[src/rtl/sync_fifo.sv]
// sync_fifo: single-clock first-word-fall-through FIFO with valid/ready
// ports on both sides, an occupancy count, a synchronous flush and sticky
// error flags. Pointers carry one extra wrap bit so that full and empty are
// distinguishable without a separate flag. All control state lives in
// sync_fifo_reg instances; only the storage array is a plain memory.

// Generic enabled register with synchronous active-high clear.
module sync_fifo_reg #(
    parameter int WIDTH = 1
) (
    input  logic             clk_i,
    input  logic             rst_i,
    input  logic             en_i,
    input  logic [WIDTH-1:0] d_i,
    output logic [WIDTH-1:0] q_o
);

    // Clear on reset, otherwise load d_i whenever enabled
    always_ff @(posedge clk_i) begin
        if (rst_i) begin
            q_o <= '0;
        end else if (en_i) begin
            q_o <= d_i;
        end
    end

endmodule

module sync_fifo #(
    parameter  int DATA_WIDTH = 8,
    parameter  int DEPTH      = 4,
    localparam int CNT_WIDTH  = $clog2(DEPTH) + 1
) (
    input  logic                  clk_i,
    input  logic                  rst_i,
    input  logic                  flush_i,
    input  logic                  wr_valid_i,
    output logic                  wr_ready_o,
    input  logic [DATA_WIDTH-1:0] wr_data_i,
    output logic                  rd_valid_o,
    input  logic                  rd_ready_i,
    output logic [DATA_WIDTH-1:0] rd_data_o,
    output logic [CNT_WIDTH-1:0]  count_o,
    output logic [1:0]            err_o
);

    localparam int ADDR_WIDTH = $clog2(DEPTH);
    localparam int PTR_WIDTH  = ADDR_WIDTH + 1;

    // Only power-of-two depths of at least two work with the wrap-bit scheme
    if ((DEPTH < 2) || ((DEPTH & (DEPTH - 1)) != 0)) begin : g_depth_check
        $error("sync_fifo: DEPTH must be a power of two and at least 2");
    end

    logic [DATA_WIDTH-1:0] mem [DEPTH];

    logic [PTR_WIDTH-1:0] wr_ptr_q;
    logic [PTR_WIDTH-1:0] wr_ptr_d;
    logic [PTR_WIDTH-1:0] rd_ptr_q;
    logic [PTR_WIDTH-1:0] rd_ptr_d;
    logic [CNT_WIDTH-1:0] count_q;
    logic [CNT_WIDTH-1:0] count_d;
    logic [1:0]           err_q;
    logic [1:0]           err_d;

    logic [ADDR_WIDTH-1:0] wr_idx;
    logic [ADDR_WIDTH-1:0] rd_idx;
    logic                  full;
    logic                  empty;
    logic                  push;
    logic                  pop;

    assign wr_idx = wr_ptr_q[ADDR_WIDTH-1:0];
    assign rd_idx = rd_ptr_q[ADDR_WIDTH-1:0];

    // Full and empty come straight from registered pointers, so the
    // ready/valid outputs never see a combinational path from any input.
    assign empty = (wr_ptr_q == rd_ptr_q);
    assign full  = (wr_idx == rd_idx) &&
                   (wr_ptr_q[PTR_WIDTH-1] != rd_ptr_q[PTR_WIDTH-1]);

    assign wr_ready_o = ~full;
    assign rd_valid_o = ~empty;
    assign count_o    = count_q;
    assign err_o      = err_q;
    assign rd_data_o  = mem[rd_idx];

    assign push = wr_valid_i & wr_ready_o;
    assign pop  = rd_valid_o & rd_ready_i;

    // Next pointer, count and error state; flush wins over both handshakes
    // and freezes the error flags for that cycle.
    always_comb begin
        wr_ptr_d = wr_ptr_q;
        rd_ptr_d = rd_ptr_q;
        count_d  = count_q;
        err_d    = err_q;
        if (flush_i) begin
            wr_ptr_d = '0;
            rd_ptr_d = '0;
            count_d  = '0;
        end else begin
            if (push) begin
                wr_ptr_d = wr_ptr_q + PTR_WIDTH'(1);
            end
            if (pop) begin
                rd_ptr_d = rd_ptr_q + PTR_WIDTH'(1);
            end
            case ({push, pop})
                2'b10:   count_d = count_q + CNT_WIDTH'(1);
                2'b01:   count_d = count_q - CNT_WIDTH'(1);
                default: count_d = count_q;
            endcase
            err_d = err_q | {rd_ready_i & ~rd_valid_o, wr_valid_i & ~wr_ready_o};
        end
    end

    sync_fifo_reg #(.WIDTH(PTR_WIDTH)) u_wr_ptr (
        .clk_i (clk_i),
        .rst_i (rst_i),
        .en_i  (1'b1),
        .d_i   (wr_ptr_d),
        .q_o   (wr_ptr_q)
    );

    sync_fifo_reg #(.WIDTH(PTR_WIDTH)) u_rd_ptr (
        .clk_i (clk_i),
        .rst_i (rst_i),
        .en_i  (1'b1),
        .d_i   (rd_ptr_d),
        .q_o   (rd_ptr_q)
    );

    sync_fifo_reg #(.WIDTH(CNT_WIDTH)) u_count (
        .clk_i (clk_i),
        .rst_i (rst_i),
        .en_i  (1'b1),
        .d_i   (count_d),
        .q_o   (count_q)
    );

    sync_fifo_reg #(.WIDTH(2)) u_err (
        .clk_i (clk_i),
        .rst_i (rst_i),
        .en_i  (1'b1),
        .d_i   (err_d),
        .q_o   (err_q)
    );

    // Storage write; the array is deliberately left out of reset
    always_ff @(posedge clk_i) begin
        if (push && !flush_i && !rst_i) begin
            mem[wr_idx] <= wr_data_i;
        end
    end

    // The occupancy counter must always agree with the pointer distance
    count_matches_ptrs: assert property (
        @(posedge clk_i) disable iff (rst_i)
        count_q == (wr_ptr_q - rd_ptr_q)
    );

    // Occupancy never exceeds the number of storage slots
    count_in_range: assert property (
        @(posedge clk_i) disable iff (rst_i)
        count_q <= CNT_WIDTH'(DEPTH)
    );

endmodule

[config.mk]
export PLATFORM = sky130hd
export DESIGN_NAME = sync_fifo
export DESIGN_NICKNAME = d
export VERILOG_FILES = /design/src/rtl/sync_fifo.sv
export SDC_FILE = /design/constraint.sdc
export NUM_CORES = 1
export LEC_CHECK = 0
export CAP_MARGIN = 20
export CORE_MARGIN = 10
export CORE_UTILIZATION = 54
export CTS_CLUSTER_DIAMETER = 120
export DETAILED_ROUTE_END_ITERATION = 7
export GPL_TIMING_DRIVEN = 0
export PLACE_DENSITY = 0.84
export SYNTH_ARGS = -nofsm -noshare
export SYNTH_HDL_FRONTEND = slang
export SYNTH_SLANG_ARGS = --single-unit
[constraint.sdc]
create_clock -name clk_i -period 3 [get_ports clk_i]
set_input_delay 0.6 -clock clk_i [delete_from_list [all_inputs] [get_ports clk_i]]
set_output_delay 0.6 -clock clk_i [all_outputs]
set_load 0.02 [all_outputs]
; ---- Word level (Yosys, flattened, before mapping)
; Memory sizes are Yosys's and may differ from the RTL's. A register that Yosys moved wholly into a read port is not among the register bits.
; Index checks and enable logic that the tools add are counted.
[totals]
word_cells = 33
output_inout_bits = 15
ram_bits = 32
reg_bits = 11
input_bits = 13
memories = 1
[mem_list]
columns = name, depth, word_bits, rd, rd_ports_with_merged_regs, write_ports, line
row1 = mem, 4, 8, 1, 1, 1, 55  ; logic [DATA_WIDTH-1:0] mem [DEPTH];
[op_classes]
addsub = 4
n_reduce_logical = 7
n_eq_ne = 5
n_mux = 5
n_bitwise = 7
[op_table]
columns = op, count
row1 = $add 3x1->3 const B, 3
row2 = $pmux 3 s2, 1
row3 = $and 1x1->1, 4
row4 = $mux 2, 2
row5 = $eq 3x3->1, 1
row6 = $logic_and 1x1->1, 3
row7 = $sub 3x1->3 const B, 1
row8 = $eq 2x1->1 const B, 1
row9 = $eq 2x2->1, 1
row10 = $eq 2x2->1 const B, 1
row11 = $logic_not 1->1, 2
row12 = $mux 1, 2
row13 = $not 1->1, 2
row14 = $or 2x2->2, 1
row15 = $reduce_bool 2->1, 1
row16 = $reduce_or 2->1, 1
row17 = $ne 1x1->1, 1

; ---- Depth between registers and ports, before layout
[depth]
depth_word = 8
mapped_depth = 10
depth_no_buf = 9

; ---- Modules after synthesis
; A second synthesis with hierarchy kept.
[hier_totals]
cells_unflattened = 153
hier_area_um2 = 2058.2
[modules_own_cells]
columns = module, seq_area_each_um2, instances, area_each_um2, cells_per_inst
row1 = sync_fifo, 960.9, 1, 1686.6, 120
row2 = sync_fifo_reg at u_count ..., 60.1, 3, 101.3, 9
row3 = sync_fifo_reg at u_err, 40.0, 1, 67.6, 6

; ---- Worst setup path after synthesis
; OpenSTA, ideal clock, no wires.
[synth_path]
path_kind = register to register
startpoint = register u_wr_ptr.q_o[1]
endpoint = register u_count.q_o[2]
path_slack_ns = 0.561
synth_period_minus_slack_ns = 2.439
arrival_time_ns = 2.369
stages_incl_launch_ff = 11
setup_ns = 0.070
required_time_ns = 2.930
n_path_buf = 1
cell_sequence = dfxtp_1 buf_2 xnor2_2 nand3_1 nand2_1 ha_1 inv_1 fa_1 xor2_1 or3_1 a21oi_1
[synth_via]
elab_chain_len = 6
word_cells_on_any_way = 11
classes_between = eq/ne: 4 / mux: 1 / bitwise: 4 / reduce/logical: 2
[synth_lines]
columns = element, line
row1 = start: declaration, 15  ; output logic [WIDTH-1:0] q_o
row2 = start signal: assignment, 23  ; q_o <= d_i;
row3 = $eq 2x2->1 (*), 79  ; assign full = (wr_idx == rd_idx) &&
row4 = $logic_and 1x1->1 (*), 79
row5 = $not 1->1 (*), 82  ; assign wr_ready_o = ~full;
row6 = via wr_ready_o, 38  ; output logic wr_ready_o,
row7 = $and 1x1->1 (*), 88  ; assign push = wr_valid_i & wr_ready_o;
row8 = $eq 2x1->1 or $eq 2x2->1 (tied branches), 109  ; case ({push, pop})
row9 = $pmux 3 s2 or $reduce_bool 2->1 (tied branches), --
row10 = end signal: assignment, 23
row11 = end: declaration, 15
; Mark *: on every way through the listed nets, which the timed path passes. The rest lies on a longest branch.
; A chain may end at the register's enable or synchronous reset.

; ---- Worst setup path after layout
[layout_path]
startpoint = register u_wr_ptr.q_o[1]
endpoint = output rd_valid_o
[layout_via]
elab_chain_len = 2
[layout_lines]
columns = element, line
row1 = $eq 3x3->1, 78  ; assign empty = (wr_ptr_q == rd_ptr_q);
row2 = $not 1->1, 83  ; assign rd_valid_o = ~empty;
row3 = end: declaration, 40  ; output logic rd_valid_o,
; Every way passes these cells.

==> impl_metrics.csv <==
group,metric,value,unit
worst_setup_path,critPathLaunchType,"register",
global_route,grt_max_degree,16,
clocking,cts_tree,"yes",
timing,rsz0062_at_grt,"no",
synth,synthXorXnorAreaFrac,4.216,%
global_route,grtUsageTotal,13.77,%
final_layout,fin_nets,196,
clocking,clock-sinks,45,
synth,synth_top_family_by_area,"simple AND/OR/NAND/NOR gates",
die,core-area,3633,um^2
final_layout,num_antenna_cells,0,
timing,fin_tns_setup,0,ns
worst_setup_path,arrival,2.09,ns
place,postPlaceCellArea,2338,um^2
die,initial_core_util,55.54,%
timing,timing.fmax,371.9,MHz
synth,synth.avg_cell_area,14.11,um^2
timing,fin_crit,2.689,ns
final_layout,multi_input_area,742.0,um^2
clocking,postCtsSetupBuffers,0,
synth,ys_seq_area_share,60.51,%
clocking,clock_path_buffers,2,
drt,wire_per_inst,17.71,um
synth,syn_area,2018,um^2
worst_setup_path,max_stage_delay,0.61,ns
place,dpl_worst_slack,0.2128,ns
power_and_ir_drop,powerDensity,509.7,nW/um^2
synth,synthArstFlopShare,0,%
drt,vias_per_cell,5.822,
timing,tightest_slew,0.5256,ns
worst_setup_path,worstSetupPathType,"reg2out",
drt,dr.pass1.iters,4,
final_layout,instances_no_fill,225,
drt,wl,3985,um
power_and_ir_drop,power,1.251,mW
timing,setup_viol,0,
final_layout,fin_area,2454,um^2
worst_hold_path,hp-start,"u_err.q_o[1]$_SDFFE_PP0N_",
worst_setup_path,required,2.40,ns
synth,muxShareOfSynthArea,8.927,%
synth,synth_fp_nets,163,
synth,synthCells,143,
clocking,cts_buffers,5,
worst_setup_path,path_cells,"buf_2 -> xnor2_2 -> nand3_1 -> clkdlybuf4s50_1",
die,dieHeight,81.14,um
place,io_buffers,26,
timing,fin_worst_skew,0.006611,ns
worst_setup_path,end_kind,"output port",
drt,num_vias,1310,
final_layout,area_delta_synth_final,21.57,%
synth,synth.distinct_cells,37,
final_layout,n_fill_cell,273,
synth,ys.flop_type,"edfxtp_1",
global_route,grt_pass1_wl,6982,um
power_and_ir_drop,ir_worst_vdd,0.3456,mV
die,rows,22,
synth,synth-compound-area-share,7.936,%
timing,period_share,89.63,%
final_layout,drive_above_1_share,15.25,%
global_route,grt-ovfl-total,0,
place,dpl.hpwl,2899,um
clocking,cts_max_level,2,
worst_setup_path,reg2reg_from,"u_wr_ptr.q_o[1]$_SDFFE_PP0P_",
die,fp.dieArea,6583,um^2
global_route,antenna_found_initial,0,
worst_setup_path,path_max_fanout,10,
drt,drcViolationCount,0,
worst_setup_path,crit_path_start,"u_wr_ptr.q_o[1]$_SDFFE_PP0P_",
timing,setup_ws,0.3110,ns
outcome,outcome,"completed",
power_and_ir_drop,p_leak,0.8303,nW
global_route,first_global_vias,1397,
timing,slew_violations,0,
synth,synth-edff-count,32,
worst_hold_path,hold_path.class,"reg2reg",
synth,yosys.area_share.simple,10.97,%
timing,hold_viol,0,
clocking,insertion_delay,0.30,ns
clocking,cts_hold_buf,0,
run,cap_violations,0,
clocking,path_clk_slew,0.08,ns
drt,drtAntennaViolNets,0,
place,post-place-cells,217,
clocking,root_buffer,"clkbuf_8",
worst_setup_path,worst_path_max_delay_cell,"clkdlybuf4s50_1",
place,globalplace.congestion,0.8114,
clocking,ctsResizeCount,0,
die,die_w,81.14,um
synth,yosys_warnings,0,
final_layout,seq_area,1221,um^2
die,boundaryPins,28,
drt,drt-initial-drc-count,84,
synth,synth-seq-cells,45,
synth,synth_fa_ha_area_share,4.712,%
timing,relSlewSlack,64.79,%
==> state kept, by name, summed over array words and instances (netlist names), named ones only <==
signal,cells
u_count.q_o,3
u_err.q_o,2
u_rd_ptr.q_o,3
mem,32
u_wr_ptr.q_o,3
==> logic make-up after synthesis <==
kind of cell               after synthesis
muxes                                    8
DFF                                     45
xor gates and xnor gates                 8
and+or+nand+nor                         39
buffers and inverters                   13
adders and majority gates                7
AOI/OAI and AO/OA                       23
==> worst paths after layout <==
check,endpoint,slack [ns],cells after the start
worst min-delay path,u_err.q_o[1]$_SDFFE_PP0N_,0.48,2
worst max-delay path,rd_valid_o,0.31,4
worst min register to register,u_err.q_o[1]$_SDFFE_PP0N_,0.48,2
worst max register to register,u_count.q_o[2]$_SDFFE_PP0P_,0.42,10
==> cell usage after synthesis, types with 2 or more instances <==
cell / count / area share (%)
a21oi_1: 6 / 1.5
a31oi_1: 3 / 0.93
and3_1: 6 / 1.9
buf_2: 4 / 0.99
dfxtp_1: 13 / 13
edfxtp_1: 32 / 48
ha_1: 6 / 3.7
inv_1: 6 / 1.1
mux4_2: 8 / 8.9
nand2_1: 7 / 1.3
nand2b_1: 2 / 0.62
nand3_1: 7 / 1.7
nand4_1: 2 / 0.62
nor2_1: 5 / 0.93
nor4b_1: 4 / 1.7
o211ai_1: 5 / 1.9
o21ai_0: 3 / 0.74
xnor2_1: 2 / 0.87
xor2_1: 4 / 1.7
==> power breakdown <==
part | switching [mW] | leakage [nW] | total (mW) | internal (mW)
sequential | 0.00633 | 0.394 | 0.680 | 0.674
combinational | 0.0591 | 0.382 | 0.111 | 0.0522
clock | 0.210 | 0.0543 | 0.459 | 0.249
total | 0.276 | 0.830 | 1.25 | 0.975
==> metal layers <==
layer  routed length, um  global-route usage, %  vias up
met5                   0                      0        -
met4                  90                  5.536        0
met3                 296                  4.636       12
met2                1982                  23.01       54
met1                1615                  15.97      631
li1                    -                      -      613
==> metrics by stage <==
step	util [%]	hold WS (ns)
after floorplan	-	0.5257
after global placement	64.36	0.4580
after detailed placement	64.36	0.4715
after CTS	67.53	0.4872
after global routing	67.53	0.5241
final	67.53	0.4826
==> cell usage in the layout (no fill, tap or decap), types with 2 or more instances in the layout <==
cell / synthesis / layout
a21oi_1: 6 / 6
a31oi_1: 3 / 3
and3_1: 6 / 6
buf_2: 4 / 4
clkbuf_8: 0 / 5
clkdlybuf4s50_1: 0 / 26
dfxtp_1: 13 / 13
edfxtp_1: 32 / 32
ha_1: 6 / 6
inv_1: 6 / 6
mux4_2: 8 / 8
nand2_1: 7 / 7
nand2b_1: 2 / 2
nand3_1: 7 / 7
nand4_1: 2 / 2
nor2_1: 5 / 5
nor4b_1: 4 / 4
o211ai_1: 5 / 5
o21ai_0: 3 / 3
xnor2_1: 2 / 2
xor2_1: 4 / 4
==> layout make-up <==
cell class,count,share of cell area (%)
flip-flops and latches,45,49.77
inverters,6,0.9179
clock buffers,5,2.805
well taps,48,2.448
repair buffers,26,10.61
plain buffers,7,1.326
clock inverters,3,1.887
multi-input cells,85,30.24
==> critical path, delay by kind of cell, from the launching register on <==
kind	cells	cell delay (ns)
buffers and inverters	2	0.79
XOR/XNOR	1	0.44
flip-flops	1	0.34
AND/OR/NAND/NOR	1	0.23
(Power assumes the default switching activity.)
